==> src/rtl/adc_twin_pkg.sv <==
// adc_twin_pkg
//   Constants and FSM encoding shared by the ADC capture stage and the twin
//   comparator. BUF_W is the packed buffer width (sample k at [12k+11:12k]).
package adc_twin_pkg;

  localparam int SAMPLE_W    = 12;
  localparam int NUM_SAMPLES = 10;
  localparam int BUF_W       = SAMPLE_W * NUM_SAMPLES;
  localparam int SUM_W       = SAMPLE_W + 4;
  localparam int IDX_W       = 4;

  typedef enum logic [1:0] {
    ST_IDLE = 2'd0,
    ST_CMP  = 2'd1,
    ST_DONE = 2'd2
  } state_t;

endpackage

==> src/rtl/twin_sample_diff.sv <==
// twin_sample_diff
//   Combinational absolute difference of one ADC sample against its twin,
//   plus the mismatch flag (strictly greater than threshold).
//   a, b       : samples to compare
//   threshold  : largest |a-b| still treated as a match
//   d          : |a-b|
//   mismatch   : d > threshold
module twin_sample_diff
  import adc_twin_pkg::*;
(
  input  logic [SAMPLE_W-1:0] a,
  input  logic [SAMPLE_W-1:0] b,
  input  logic [SAMPLE_W-1:0] threshold,
  output logic [SAMPLE_W-1:0] d,
  output logic                mismatch
);

  logic [SAMPLE_W:0] diff_w;

  always_comb begin
    // One extra bit so the borrow tells us which operand is larger.
    diff_w = {1'b0, a} - {1'b0, b};
    if (diff_w[SAMPLE_W]) begin
      d = b - a;
    end else begin
      d = diff_w[SAMPLE_W-1:0];
    end
    mismatch = (d > threshold);
  end

endmodule

==> src/rtl/adc_twin_compare.sv <==
// adc_twin_compare
//   On start (IDLE only) snapshots the ADC capture buffer, the twin buffer and
//   the threshold, then compares one sample per cycle, oldest (k=NUM_SAMPLES-1)
//   first. Reports |diff| statistics and a failure verdict.
//   Handshake: start is a request sampled only in IDLE; busy is high while
//   samples are being compared; done is a one-cycle pulse marking the result
//   outputs valid. Results hold until the next accepted start.
//   clk, rst (async, active-low), start, storage, twin, threshold  : inputs
//   busy, done, fail, fail_index, max_diff, sum_diff, mismatch_cnt : results
//   dbg_state : current FSM state (adc_twin_pkg::state_t encoding)
module adc_twin_compare
  import adc_twin_pkg::*;
#(
  parameter int FAIL_RUN = 2
) (
  input  logic                clk,
  input  logic                rst,
  input  logic                start,
  input  logic [BUF_W-1:0]    storage,
  input  logic [BUF_W-1:0]    twin,
  input  logic [SAMPLE_W-1:0] threshold,
  output logic                busy,
  output logic                done,
  output logic                fail,
  output logic [IDX_W-1:0]    fail_index,
  output logic [SAMPLE_W-1:0] max_diff,
  output logic [SUM_W-1:0]    sum_diff,
  output logic [IDX_W-1:0]    mismatch_cnt,
  output logic [1:0]          dbg_state
);

  localparam int RUN_W = $clog2(FAIL_RUN + 1);

  state_t              state_q, state_d;
  logic [BUF_W-1:0]    snap_s_q, snap_t_q;
  logic [SAMPLE_W-1:0] thr_q;
  logic [IDX_W-1:0]    idx_q;
  logic [RUN_W-1:0]    run_q;

  logic [SAMPLE_W-1:0] cur_s, cur_t, cur_d;
  logic                cur_mis;
  logic                run_hits;

  assign cur_s = snap_s_q[int'(idx_q)*SAMPLE_W +: SAMPLE_W];
  assign cur_t = snap_t_q[int'(idx_q)*SAMPLE_W +: SAMPLE_W];

  twin_sample_diff u_diff (
    .a         (cur_s),
    .b         (cur_t),
    .threshold (thr_q),
    .d         (cur_d),
    .mismatch  (cur_mis)
  );

  // This mismatch brings the run to FAIL_RUN (run saturates there, and fail
  // is already set by then, so later runs cannot move fail_index).
  assign run_hits = cur_mis && (int'(run_q) >= FAIL_RUN - 1);

  always_ff @(posedge clk or negedge rst) begin
    if (!rst) begin
      state_q <= ST_IDLE;
    end else begin
      state_q <= state_d;
    end
  end

  always_comb begin
    state_d = state_q;
    case (state_q)
      ST_IDLE: if (start) state_d = ST_CMP;
      ST_CMP:  if (idx_q == '0) state_d = ST_DONE;
      ST_DONE: state_d = ST_IDLE;
      default: state_d = ST_IDLE;
    endcase
  end

  always_ff @(posedge clk or negedge rst) begin
    if (!rst) begin
      snap_s_q     <= '0;
      snap_t_q     <= '0;
      thr_q        <= '0;
      idx_q        <= '0;
      run_q        <= '0;
      fail         <= 1'b0;
      fail_index   <= '0;
      max_diff     <= '0;
      sum_diff     <= '0;
      mismatch_cnt <= '0;
    end else begin
      case (state_q)
        ST_IDLE: begin
          if (start) begin
            snap_s_q     <= storage;
            snap_t_q     <= twin;
            thr_q        <= threshold;
            idx_q        <= IDX_W'(NUM_SAMPLES - 1);
            run_q        <= '0;
            fail         <= 1'b0;
            fail_index   <= '0;
            max_diff     <= '0;
            sum_diff     <= '0;
            mismatch_cnt <= '0;
          end
        end
        ST_CMP: begin
          sum_diff <= sum_diff + SUM_W'(cur_d);
          if (cur_d > max_diff) max_diff <= cur_d;
          if (cur_mis) begin
            mismatch_cnt <= mismatch_cnt + 1'b1;
            if (int'(run_q) < FAIL_RUN) run_q <= run_q + 1'b1;
            if (run_hits && !fail) begin
              fail       <= 1'b1;
              fail_index <= idx_q;
            end
          end else begin
            run_q <= '0;
          end
          if (idx_q != '0) idx_q <= idx_q - 1'b1;
        end
        default: ;
      endcase
    end
  end

  assign busy      = (state_q == ST_CMP);
  assign done      = (state_q == ST_DONE);
  assign dbg_state = state_q;

endmodule

==> config.mk <==
export PLATFORM = sky130hd
export DESIGN_NAME = adc_twin_compare
export DESIGN_NICKNAME = d
export VERILOG_FILES = /design/src/rtl/adc_twin_pkg.sv /design/src/rtl/twin_sample_diff.sv /design/src/rtl/adc_twin_compare.sv
export SDC_FILE = /design/constraint.sdc
export NUM_CORES = 1
export LEC_CHECK = 0
export CAP_MARGIN = 0
export CORE_MARGIN = 5
export CORE_UTILIZATION = 25
export CTS_CLUSTER_DIAMETER = 120
export CTS_CLUSTER_SIZE = 40
export DETAILED_ROUTE_END_ITERATION = 8
export GPL_TIMING_DRIVEN = 0
export SETUP_SLACK_MARGIN = 0.2
export SYNTH_ARGS = -nofsm -noshare
export SYNTH_HDL_FRONTEND = slang
export SYNTH_HIERARCHICAL = 1
export SYNTH_SLANG_ARGS = --single-unit
==> constraint.sdc <==
create_clock -name clk -period 7 [get_ports clk]
set_input_delay 1.05 -clock clk [delete_from_list [all_inputs] [get_ports clk]]
set_output_delay 1.05 -clock clk [all_outputs]
set_load 0.01 [all_outputs]
; Word level (Yosys, flattened, before mapping)
; Index checks and enable logic that the tools add are counted.
; W data, S select, Z words.
[totals]
ff_bits = 297
latch_bits = 0
ramBits = 0
romBits = 0
word_cells = 74
mem_count = 0
[op_classes]
add_sub_neg = 6
mul = 1
div_mod_pow = 0
magnitude_cmp = 4
n_eq_ne = 9
n_shift = 2
muxes = 26
n_bitwise = 0
reduce_logical = 15
[ops]
columns = op, n
row1 = $shiftx A120 B32 Y12, 1
row2 = $shiftx A120 B9 Y12, 1
row3 = $mux W12, 3
row4 = $pmux W16 S2, 1
row5 = $gt A12 B12 Y1, 2
row6 = $mux W4, 6
row7 = $pmux W12 S2, 1
row8 = $pmux W4 S2, 3
row9 = $add A16 B12 Y16, 1
row10 = $mux W16, 1
row11 = $sub A12 B12 Y13, 1
row12 = $reduce_and A3 Y1, 4
row13 = $sub A12 B12 Y12, 1
row14 = $mux W2, 5
row15 = $ne A2 B1 Y1 const B, 5
row16 = $pmux W2 S2, 2
row17 = $mul A4 B2 Y6 const B, 1
row18 = $reduce_and A2 Y1, 3
row19 = $add A4 B1 Y4 const B, 1
row20 = $logic_not A4 Y1, 1
row21 = $reduce_and A4 Y1, 1
row22 = $reduce_bool A4 Y1, 1
row23 = $sub A4 B1 Y4 const B, 1
row24 = $mux W1, 3
row25 = other kinds (12), 13

; Depth between registers and ports, before layout
; Gate-level depths: netlist of run 1.
[depth]
ltp_word = 10
ltp_mapped = 27
ltp_nobuf = 25

; Modules after synthesis
; The synthesis of run 1 kept the hierarchy.
[by_module_without_submodules]
columns = mod, n_inst, cells_per_inst, area_per_inst_um2, seq_area_each_um2
row1 = adc_twin_compare, 1, 1567, 14252.4, 7432.1
row2 = twin_sample_diff, 1, 201, 1425.1, 0.0

; Worst setup path before layout of run 1
; OpenSTA, ideal clock, no wires.
[synth_timing]
kind = reg2reg
from = reg idx_q[0]
to = reg fail_index[0]
setup_ns = 0.140
arrival_ns = 4.756
required_time_ns = 6.860
path_slack_ns = 2.103
stages_incl_launch_ff = 25
period_less_slack_ns = 4.897
cell_sequence = dfrtp_1 buf_2 buf_2 mux4_2 nand3_1 o21ai_1 inv_1 ha_1 inv_1 fa_1 a211o_1 a21o_1 a41oi_4 buf_6 mux2_2 ha_1 nor2b_1 o21ai_0 nand2b_1 a21oi_1 o211ai_1 and2_1 nand2_2 nor3_2 o21ai_0
[synth_via]
elab_chain_cells = 9
[synth_lines]
columns = item, line_no
row1 = from (decl), adc_twin_compare.sv:37  ; logic [IDX_W-1:0] idx_q;
row2 = from (signal assigned), adc_twin_compare.sv:96  ; idx_q <= IDX_W'(NUM_SAMPLES - 1);
row3 = from (signal assigned), adc_twin_compare.sv:118  ; if (idx_q != '0) idx_q <= idx_q - 1'b1;
row4 = $mul A4 B2 Y6 *, adc_twin_compare.sv:44  ; assign cur_s = snap_s_q[int'(idx_q)*SAMPLE_W +: SAMPLE_W];
row5 = $shiftx A120 B32 Y12 *, adc_twin_compare.sv:44
row6 = net cur_s[0], adc_twin_compare.sv:40  ; logic [SAMPLE_W-1:0] cur_s, cur_t, cur_d;
row7 = $sub A12 B12 Y13 / $sub A12 B12 Y12 (equally long branches), "twin_sample_diff.sv:22, twin_sample_diff.sv:24"
row8 = $mux W12 *, twin_sample_diff.sv:23  ; if (diff_w[SAMPLE_W]) begin
row9 = net cur_d[1], adc_twin_compare.sv:40
row10 = $gt A12 B12 Y1 *, twin_sample_diff.sv:28  ; mismatch = (d > threshold);
row11 = net cur_mis, adc_twin_compare.sv:41  ; logic cur_mis;
row12 = $logic_and A1 B1 Y1, adc_twin_compare.sv:57  ; assign run_hits = cur_mis && (int'(run_q) >= FAIL_RUN - 1);
row13 = $logic_and A1 B1 Y1, adc_twin_compare.sv:111  ; if (run_hits && !fail) begin
row14 = $ne A2 B1 Y1 (no source line), --
row15 = $reduce_and A4 Y1 (no source line) *, --
row16 = to (signal assigned), adc_twin_compare.sv:113  ; fail_index <= idx_q;
row17 = to (decl), adc_twin_compare.sv:25  ; output logic [IDX_W-1:0] fail_index,
; The timed path passes the listed nets; every way through them passes the cells marked *. The select of a mux whose other input is x is not followed.
; A chain may end at the register's enable or synchronous reset.

; Final worst setup path of run 1
[layout_timing]
from = reg idx_q[1]
to = reg fail_index[3]
[layout_via]
elab_chain_cells = 9
[layout_lines]
columns = item, line_no
row1 = $mul A4 B2 Y6 *, adc_twin_compare.sv:45  ; assign cur_t = snap_t_q[int'(idx_q)*SAMPLE_W +: SAMPLE_W];
row2 = $shiftx A120 B9 Y12 *, adc_twin_compare.sv:45
row3 = net cur_t[2], adc_twin_compare.sv:40
row4 = $sub A12 B12 Y13 / $sub A12 B12 Y12 (equally long branches), "twin_sample_diff.sv:22, twin_sample_diff.sv:24"
row5 = $mux W12 *, twin_sample_diff.sv:23
row6 = net cur_d[5], adc_twin_compare.sv:40
row7 = $gt A12 B12 Y1 *, twin_sample_diff.sv:28
row8 = net cur_mis, adc_twin_compare.sv:41
row9 = $logic_and A1 B1 Y1, adc_twin_compare.sv:57
row10 = $logic_and A1 B1 Y1, adc_twin_compare.sv:111
row11 = $ne A2 B1 Y1 (no source line), --
row12 = $reduce_and A4 Y1 (no source line) *, --
; The timed path passes the listed nets; every way through them passes the cells marked *.

==> flow_summary.yaml, run 1 <==
cells_and_area:
  fin_nets: 2399
  fill_cells: 6489
  final_cell_mix: "nand2_1, dfrtp_1, clkdlybuf4s50_1"
  stdcell_count: 2922
  layout_commonest_cell: "nand2_1"
  syn2layout_area_growth_pct: 28.49
  drive_gt1_frac: 0.07726
outcome:
  outcome: "finished, final reports clean"
placed_design:
  port_buffers: 295
  post-dp-hpwl_um: 46180
  placedCellCount: 2902
  gp_routability_congestion: 0.8907
synth:
  synth_flop_cell: "dfrtp_1"
  synth.top_cell.area_share: 0.4741
  yosysWarningCount: 6
  syn_inst: 1768
  ys_seq_area_frac: 0.4741
  syn_area_um2: 15680
  syn_area_per_cell_um2: 8.867
  synth_top_area_cell: "dfrtp_1"
  synthTopCellsByArea: "dfrtp_1, nand2_1, mux4_2, ha_1, mux2i_1"
  ys_ff_latch: 297
  async_flop_share: 1.000
  syn-num-nets: 2088
  ys_types: 70
  synth-edff-count: 0
timing:
  rsz0062_at_grt: "false"
  worst_pin_slew_ns: 0.9409
  setup_violations: 0
  relSlewSlack: 0.3727
  finalCritPeriodShare: 0.9107
  period_minus_slack_ns: 6.375
  finalHoldViolCount: 0
  slew_viol_final: 0
  fmax_mhz: 156.9
  fin_skew_ns: 0.04980
clocking:
  cts_root_buffer: "clkbuf_16"
  numCtsBuffers: 12
  htree_levels: 1
  clock_latency_ns: 0.55
  cts_tree: "built"
  cts_buffer_depth: 3
  clock_sinks: 297
  clk_pin_slew_worst_paths_ns: 0.12
floorplanning:
  core_area_um2: 61940
  std_cell_rows: 91
  initial_core_util: 0.2531
  dieArea_um2: 67820
  io_pins: 296
  die_h_um: 260.4
  die_w_um: 260.4
setup_path:
  r2r-end: "fail_index[3]$_DFFE_PN0P_"
  cp.required_ns: 7.38
  critical-path-top-delay-family: "compound AO/OA/AOI/OAI gates"
  worst-path-buf-inv: 4
  max_stage_delay_ns: 0.73
  crit_arrival_ns: 6.76
  rr_worst_depth: 21
  crit_fanout: 10
  crit_type: "register to register"
  worstPathCellList: "buf_2 -> clkbuf_1 -> mux4_2 -> a21oi_1 -> o21ai_1 -> ha_1 -> buf_4 -> a211o_1 -> a21o_1 -> a41oi_4 -> buf_6 -> a31oi_1 -> xor2_1 -> ha_1 -> nand4_1 -> nor3_1 -> a21oi_1 -> and2_1 -> nand2_2 -> nor3_2 -> o21ai_0"
  slowest_stage: "clkbuf_1"
  rr_startpoint: "idx_q[1]$_DFFE_PN0P_"
  cp-end-kind: "register"
  reg2reg_slack_ns: 0.63
  critical_path.startpoint_type: "register"
global_route:
  grtUsageTotal: 0.1673
  grt_max_degree: 123
  antenna_found_initial: 2
  grt_pass1_wl_um: 85650
  grt_pass1_vias: 13800
  gr-total-overflow: 0
routing:
  wire_per_inst_um: 20.01
  vias_per_cell: 4.624
  vias: 13510
  drc: 0
  dr.pass1.iters: 5
  totalWireLength_um: 58470
  drt-initial-drc-count: 945
  detail-route-antenna-nets: 0
min_path:
  hold_path.class: "primary input to asynchronous set/reset pin"
run:
  drv_cap: 0
flip-flops by register name, summed over array words and instances, names as in the netlist:
name,count
run_q,2
mismatch_cnt,4
dbg_state,2
snap_s_q,120
sum_diff,16
fail_index,4
max_diff,12
snap_t_q,120
idx_q,4
thr_q,12
fail,1
Yosys cell counts (6+ instances only):
library cell / instances
inv_1: 67
nand3_1: 34
o21ai_0: 29
nor2_1: 56
xnor2_1: 6
mux2i_1: 34
nand2b_1: 10
nand2_1: 805
a21o_1: 14
o21ai_1: 25
xor2_1: 9
mux2_4: 8
ha_1: 62
clkbuf_1: 39
buf_2: 45
nand4_1: 9
a21oi_1: 65
dfrtp_1: 297
o31ai_1: 6
mux4_2: 48
kinds of logic after synthesis:
group | Yosys count | synth area share
flops | 297 | 0.4741
mux | 93 | 0.1005
compound gates | 190 | 0.07781
simple gates | 942 | 0.2379
fa+ha+maj | 65 | 0.05331
buf+inv | 166 | 0.04804
xor+xnor | 15 | 0.008380
routing by layer:
metal | global-route usage | share of wire
met1 | 0.2248 | 0.43
met2 | 0.2889 | 0.49
met3 | 0.02390 | 0.055
met4 | 0.03522 | 0.023
met5 | 0 | 0
worst max-delay path by stage:
stage                    startpoint                   endpoint  slack [ns]  depth (start not counted)
3_3_place_gp                    rst   snap_t_q[35]$_DFFE_PN0P_       -8.07                          1
5_1_grt        idx_q[3]$_DFFE_PN0P_  fail_index[3]$_DFFE_PN0P_        0.21                         22
3_5_place_dp   idx_q[1]$_DFFE_PN0P_  fail_index[3]$_DFFE_PN0P_        0.06                         22
4_1_cts        idx_q[1]$_DFFE_PN0P_  fail_index[3]$_DFFE_PN0P_        0.22                         21
2_1_floorplan  idx_q[0]$_DFFE_PN0P_  fail_index[0]$_DFFE_PN0P_        2.10                         24
6_report       idx_q[1]$_DFFE_PN0P_  fail_index[3]$_DFFE_PN0P_        0.63                         21
metrics by stage:
stage	setup slack, ns	hold slack [ns]	util	area (um^2)	setup TNS [ns]
CTS	0.2217	0.4769	0.3247	20110	0
floorplan	2.103	0.4403	-	15680	0
finish	0.6251	0.4806	0.3252	20140	0
global placement	-8.074	0.4525	0.3177	19680	-2381.38
detailed placement	0.06098	0.4575	0.3187	19740	0
global route	0.2075	0.5074	0.3252	20140	0
cell type report:
type / count / area, um^2 / share of cell area
clock inverters: 5 / 42.54 / 0.002112
clock buffers: 14 / 329.1 / 0.01634
plain buffers: 98 / 499.2 / 0.02478
repair buffers: 297 / 3013 / 0.1496
diodes: 1 / 2.502 / 0.0001242
flip-flops and latches: 297 / 7432 / 0.3689
inverters: 68 / 260.3 / 0.01292
multi-input cells: 1305 / 7518 / 0.3732
well taps: 837 / 1047 / 0.05199
timing repair:
action,CTS,global route
resized for setup,1,11
pin swaps,0,0
buffers inserted,0,0
hold buffers,0,0
setup endpoints to repair,6,7
Power of run 1 is not shown: default switching activity piles up to over one toggle a cycle in this logic, so the estimate is an artifact.
==> run 2: changes to the inputs <==
--- a/config.mk
+++ b/config.mk
@@ -11,7 +11,6 @@
 export CTS_CLUSTER_DIAMETER = 120
 export CTS_CLUSTER_SIZE = 40
 export DETAILED_ROUTE_END_ITERATION = 8
-export GPL_TIMING_DRIVEN = 0
 export SETUP_SLACK_MARGIN = 0.2
 export SYNTH_ARGS = -nofsm -noshare
 export SYNTH_HDL_FRONTEND = slang
==> run 2 against run 1 <==
Effect of this change: die area unchanged; first-iteration DRC count up 3.4%; worst setup slack gained 0.17 ns; cell count is 2.9% lower; core utilization is 0.53 points lower; sequential share of layout area rose by 0.66 points; clock-buffer cell count down 1; via count fell by 5.1%; critical path depth fell by 2.
==> flow_summary.yaml, run 2 (same netlist as run 1, synthesis figures left out) <==
floorplanning:
  die_w_um: 260.4
  initial_core_util: 0.2531
  std_cell_rows: 91
  io_pins: 296
  die_h_um: 260.4
  dieArea_um2: 67820
  core_area_um2: 61940
routing:
  drt-initial-drc-count: 977
  totalWireLength_um: 51940
  vias: 12820
  vias_per_cell: 4.520
  detail-route-antenna-nets: 0
  dr.pass1.iters: 5
  drc: 0
  wire_per_inst_um: 18.32
placed_design:
  dp_worst_setup_slack_ns: 0.5644
  post-dp-hpwl_um: 38290
  placedCellCount: 2814
  port_buffers: 295
  gp_routability_congestion: 0.8439
cells_and_area:
  fill_cells: 6508
  top_regs: "snap_s_q (120), snap_t_q (120), sum_diff (16)"
  final_cell_mix: "nand2_1, dfrtp_1, clkdlybuf4s50_1"
  finish.utilization: 0.3199
  syn2layout_area_growth_pct: 26.38
  diodes: 0
  layout_commonest_cell: "nand2_1"
  stdcell_count: 2836
  drive_gt1_frac: 0.05953
  fin_nets: 2313
clocking:
  cts_tree: "built"
  cts_root_buffer: "clkbuf_16"
  numCtsBuffers: 13
  htree_levels: 1
  clk_pin_slew_worst_paths_ns: 0.13
  cts_hold_buffers: 0
  cts_setup_buffers: 0
  clock_latency_ns: 0.56
  cts_resized: 0
  clock_sinks: 297
  cts_buffer_depth: 3
timing:
  finalCritPeriodShare: 0.8857
  worst_pin_slew_ns: 1.259
  tns_ns: 0
  setup_slack_ns: 0.7998
  fmax_mhz: 161.3
  relSlewSlack: 0.1604
  period_minus_slack_ns: 6.200
  fin_skew_ns: 0.04508
  finalHoldViolCount: 0
  slew_viol_final: 0
  rsz0062_at_grt: "false"
  setup_violations: 0
global_route:
  gr-total-overflow: 0
  grt_pass1_wl_um: 78310
  grtUsageTotal: 0.1467
  grt_pass1_vias: 13290
  antenna_found_initial: 0
  grt_max_degree: 246
run:
  drv_cap: 0
setup_path:
  reg2reg_slack_ns: 0.80
  crit_fanout: 16
  cp.required_ns: 7.40
  rr_startpoint: "idx_q[0]$_DFFE_PN0P_"
  r2r-end: "fail_index[3]$_DFFE_PN0P_"
  cp-end-kind: "register"
  critical_path.startpoint_type: "register"
  crit_arrival_ns: 6.60
  crit_type: "register to register"
  rr_worst_depth: 19
outcome:
  outcome: "finished, final reports clean"
min_path:
  hold_path.class: "primary input to asynchronous set/reset pin"
==> run 2: metal layers <==
layer / part of all wire / track usage
met3: 0.042 / 0.02032
met4: 0.020 / 0.02803
met2: 0.50 / 0.2578
met1: 0.44 / 0.1948
met5: 0 / 0
==> run 2: critical path, cell delays in order, from the launching register on <==
cell      delay (ns)
dfrtp_4         0.73
buf_4           0.32
mux4_2          0.54
a21oi_1         0.35
o21ai_1         0.17
ha_1            0.48
o21ai_0         0.14
a21oi_1         0.37
a41oi_4         0.33
a211oi_1        0.32
a21oi_1         0.08
xor2_1          0.55
ha_1            0.36
nand4_1         0.12
nor3_1          0.07
a21oi_1         0.10
and2_1          0.30
nand2_2         0.15
nor3_2          0.36
o21ai_0         0.16
==> run 2: through the flow <==
| stage | cell area, um^2 | hold WS [ns] |
|---|---|---|
| global route | 19810 | 0.4325 |
| global placement | 19360 | 0.4547 |
| floorplan | 15680 | 0.4403 |
| detailed placement | 19360 | 0.4587 |
| CTS | 19790 | 0.4133 |
| finish | 19810 | 0.4228 |
==> run 2: worst max path at each step <==
| stage | cells after the start | from | end | slack [ns] |
|---|---|---|---|---|
| global route | 19 | idx_q[0]$_DFFE_PN0P_ | fail_index[3]$_DFFE_PN0P_ | 0.28 |
| floorplan | 24 | idx_q[0]$_DFFE_PN0P_ | fail_index[0]$_DFFE_PN0P_ | 2.10 |
| finish | 19 | idx_q[0]$_DFFE_PN0P_ | fail_index[3]$_DFFE_PN0P_ | 0.80 |
| global placement | 19 | idx_q[0]$_DFFE_PN0P_ | fail_index[0]$_DFFE_PN0P_ | 0.62 |
| CTS | 19 | idx_q[0]$_DFFE_PN0P_ | fail_index[3]$_DFFE_PN0P_ | 0.49 |
| detailed placement | 19 | idx_q[0]$_DFFE_PN0P_ | fail_index[3]$_DFFE_PN0P_ | 0.56 |
==> run 2: area by class of cell <==
cell class,instances,area [um^2],area share
Clock buffer,13,325.3,0.01642
Timing Repair Buffer,308,3131,0.1580
Clock inverter,8,107.6,0.005431
Sequential cell,297,7441,0.3755
Tap cell,837,1047,0.05285
Multi-Input combinational cell,1305,7502,0.3786
Inverter,68,260.3,0.01313
Power of run 2 is left out for the same reason.
==> run 3: changes to the inputs <==
--- a/config.mk
+++ b/config.mk
@@ -5,12 +5,13 @@
 export SDC_FILE = /design/constraint.sdc
 export NUM_CORES = 1
 export LEC_CHECK = 0
-export CAP_MARGIN = 0
+export CAP_MARGIN = 25
 export CORE_MARGIN = 5
-export CORE_UTILIZATION = 25
+export CORE_UTILIZATION = 50
 export CTS_CLUSTER_DIAMETER = 120
 export CTS_CLUSTER_SIZE = 40
 export DETAILED_ROUTE_END_ITERATION = 8
+export PLACE_DENSITY = 0.77
 export SETUP_SLACK_MARGIN = 0.2
 export SYNTH_ARGS = -nofsm -noshare
 export SYNTH_HDL_FRONTEND = slang
==> run 3 against run 2 <==
Effect of this change: worst setup slack worse by 0.070 ns; first-iteration DRC count is 9.8% higher; clock skew is 0.032 ns lower; highest routed layer unchanged; non-clock buffer count is 1 higher; critical path type unchanged.
==> flow_summary.yaml, run 3 (same netlist as run 1, synthesis figures left out) <==
outcome:
  outcome: "finished, final reports clean"
clocking:
  clock_latency_ns: 0.51
  clk_pin_slew_worst_paths_ns: 0.14
  cts_buffer_depth: 3
  cts_tree: "built"
  cts_setup_buffers: 0
  htree_levels: 1
  cts_resized: 0
  cts_root_buffer: "clkbuf_16"
  cts_hold_buffers: 0
  clock_sinks: 297
  numCtsBuffers: 11
global_route:
  grtUsageTotal: 0.2426
  gr-total-overflow: 0
  antenna_found_initial: 2
  grt_pass1_wl_um: 69260
  grt_max_degree: 194
  grt_pass1_vias: 13270
cells_and_area:
  final_cell_mix: "nand2_1, dfrtp_1, clkdlybuf4s50_1"
  top_regs: "snap_s_q (120), snap_t_q (120), sum_diff (16)"
  layout_commonest_cell: "nand2_1"
  drive_gt1_frac: 0.05667
  syn2layout_area_growth_pct: 22.20
  fin_nets: 2312
timing:
  fin_skew_ns: 0.01304
  period_minus_slack_ns: 6.270
  fmax_mhz: 159.5
  finalHoldViolCount: 0
  rsz0062_at_grt: "false"
  finalCritPeriodShare: 0.8958
  worst_pin_slew_ns: 1.098
  setup_violations: 0
  slew_viol_final: 0
  relSlewSlack: 0.2681
  tns_ns: 0
setup_path:
  max_stage_delay_ns: 0.91
  critical-path-top-delay-family: "compound AO/OA/AOI/OAI gates"
  slowest_stage: "dfrtp_4"
  worst-path-buf-inv: 1
  cp-end-kind: "register"
  crit_top_cell: "a21oi_1"
  crit_arrival_ns: 6.65
  rr_startpoint: "idx_q[0]$_DFFE_PN0P_"
  r2r-end: "fail_index[0]$_DFFE_PN0P_"
  crit_type: "register to register"
  cp.required_ns: 7.38
  worstPathCellList: "buf_12 -> mux4_2 -> nand3_1 -> o21ai_1 -> fa_1 -> a211o_1 -> a21o_1 -> a41oi_4 -> a211oi_1 -> a21oi_1 -> xor2_1 -> ha_1 -> nand4_1 -> nor3_1 -> a21oi_1 -> and2_1 -> nand2_2 -> nor3_2 -> o21ai_0"
  startpoint: "idx_q[0]$_DFFE_PN0P_"
  crit_fanout: 33
  reg2reg_slack_ns: 0.73
  rr_worst_depth: 19
  critical_path.startpoint_type: "register"
min_path:
  holdPathEnd: "snap_t_q[36]$_DFFE_PN0P_"
  hold_path.class: "register to register"
  worstHoldStart: "snap_t_q[36]$_DFFE_PN0P_"
  holdPathStages: 2
floorplanning:
  die_w_um: 187.1
  core_area_um2: 30750
  io_pins: 296
  initial_core_util: 0.5098
  die_h_um: 187.1
  std_cell_rows: 64
  dieArea_um2: 35000
placed_design:
  post-dp-hpwl_um: 32500
  port_buffers: 295
  gp_routability_congestion: 0.8674
routing:
  totalWireLength_um: 43940
  detail-route-antenna-nets: 0
  vias: 13020
  vias_per_cell: 5.442
  dr.pass1.iters: 5
  drc: 0
  wire_per_inst_um: 18.36
  drt-initial-drc-count: 1073
run:
  drv_cap: 0
==> run 3: cell count changes in the layout (fill, tap and decap cells not counted), sizes merged <==
| cell | delta |
|---|---|
| clkinvlp | +1 |
| clkbuf | -1 |
| diode | +3 |
| buf | +1 |
| inv | -3 |
| clkinv | -3 |
==> run 3: worst max path at each step <==
stage	cells past startpoint	endpoint	slack [ns]
2_1_floorplan	24	fail_index[0]$_DFFE_PN0P_	2.10
3_3_place_gp	19	fail_index[0]$_DFFE_PN0P_	0.85
3_5_place_dp	19	fail_index[2]$_DFFE_PN0P_	0.73
4_1_cts	19	fail_index[0]$_DFFE_PN0P_	0.71
5_1_grt	21	fail_index[0]$_DFFE_PN0P_	0.28
6_report	19	fail_index[0]$_DFFE_PN0P_	0.73
==> run 3: final cells by class <==
cell class / count / area, um^2
Antenna cell: 3 / 7.507
Inverter: 68 / 260.3
Timing Repair Buffer: 309 / 3146
Tap cell: 396 / 495.5
Sequential cell: 297 / 7438
Clock buffer: 12 / 279.0
Fill cell: 2608 / 11590
Multi-Input combinational cell: 1305 / 7502
Clock inverter: 3 / 30.03
==> run 3: worst min-delay path: stages (launching register included) <==
cell and delay [ns]:
dfrtp_1 0.36, nand2_1 0.05, nand2_1 0.05
==> run 3: metal layers <==
| layer | GRT usage | up-vias | share of wire |
|---|---|---|---|
| met5 | 0 | - | 0 |
| met4 | 0.08845 | 0 | 0.037 |
| met3 | 0.03098 | 86 | 0.051 |
| met2 | 0.4135 | 432 | 0.49 |
| met1 | 0.3206 | 6293 | 0.42 |
| li1 | - | 6212 | - |
==> run 3: through the flow <==
step	util	hold WS (ns)	instance area (um^2)	worst slack [ns]	cells
after CTS	0.6217	0.4901	19120	0.7150	2388
after global placement	0.6116	0.4523	18810	0.8530	2373
final	0.6230	0.4847	19160	0.7295	2393
after floorplan	-	0.4403	15680	2.103	1768
after global routing	0.6230	0.5082	19160	0.2751	2392
after detailed placement	0.6116	0.4577	18810	0.7337	2373
Power of run 3 is left out for the same reason.
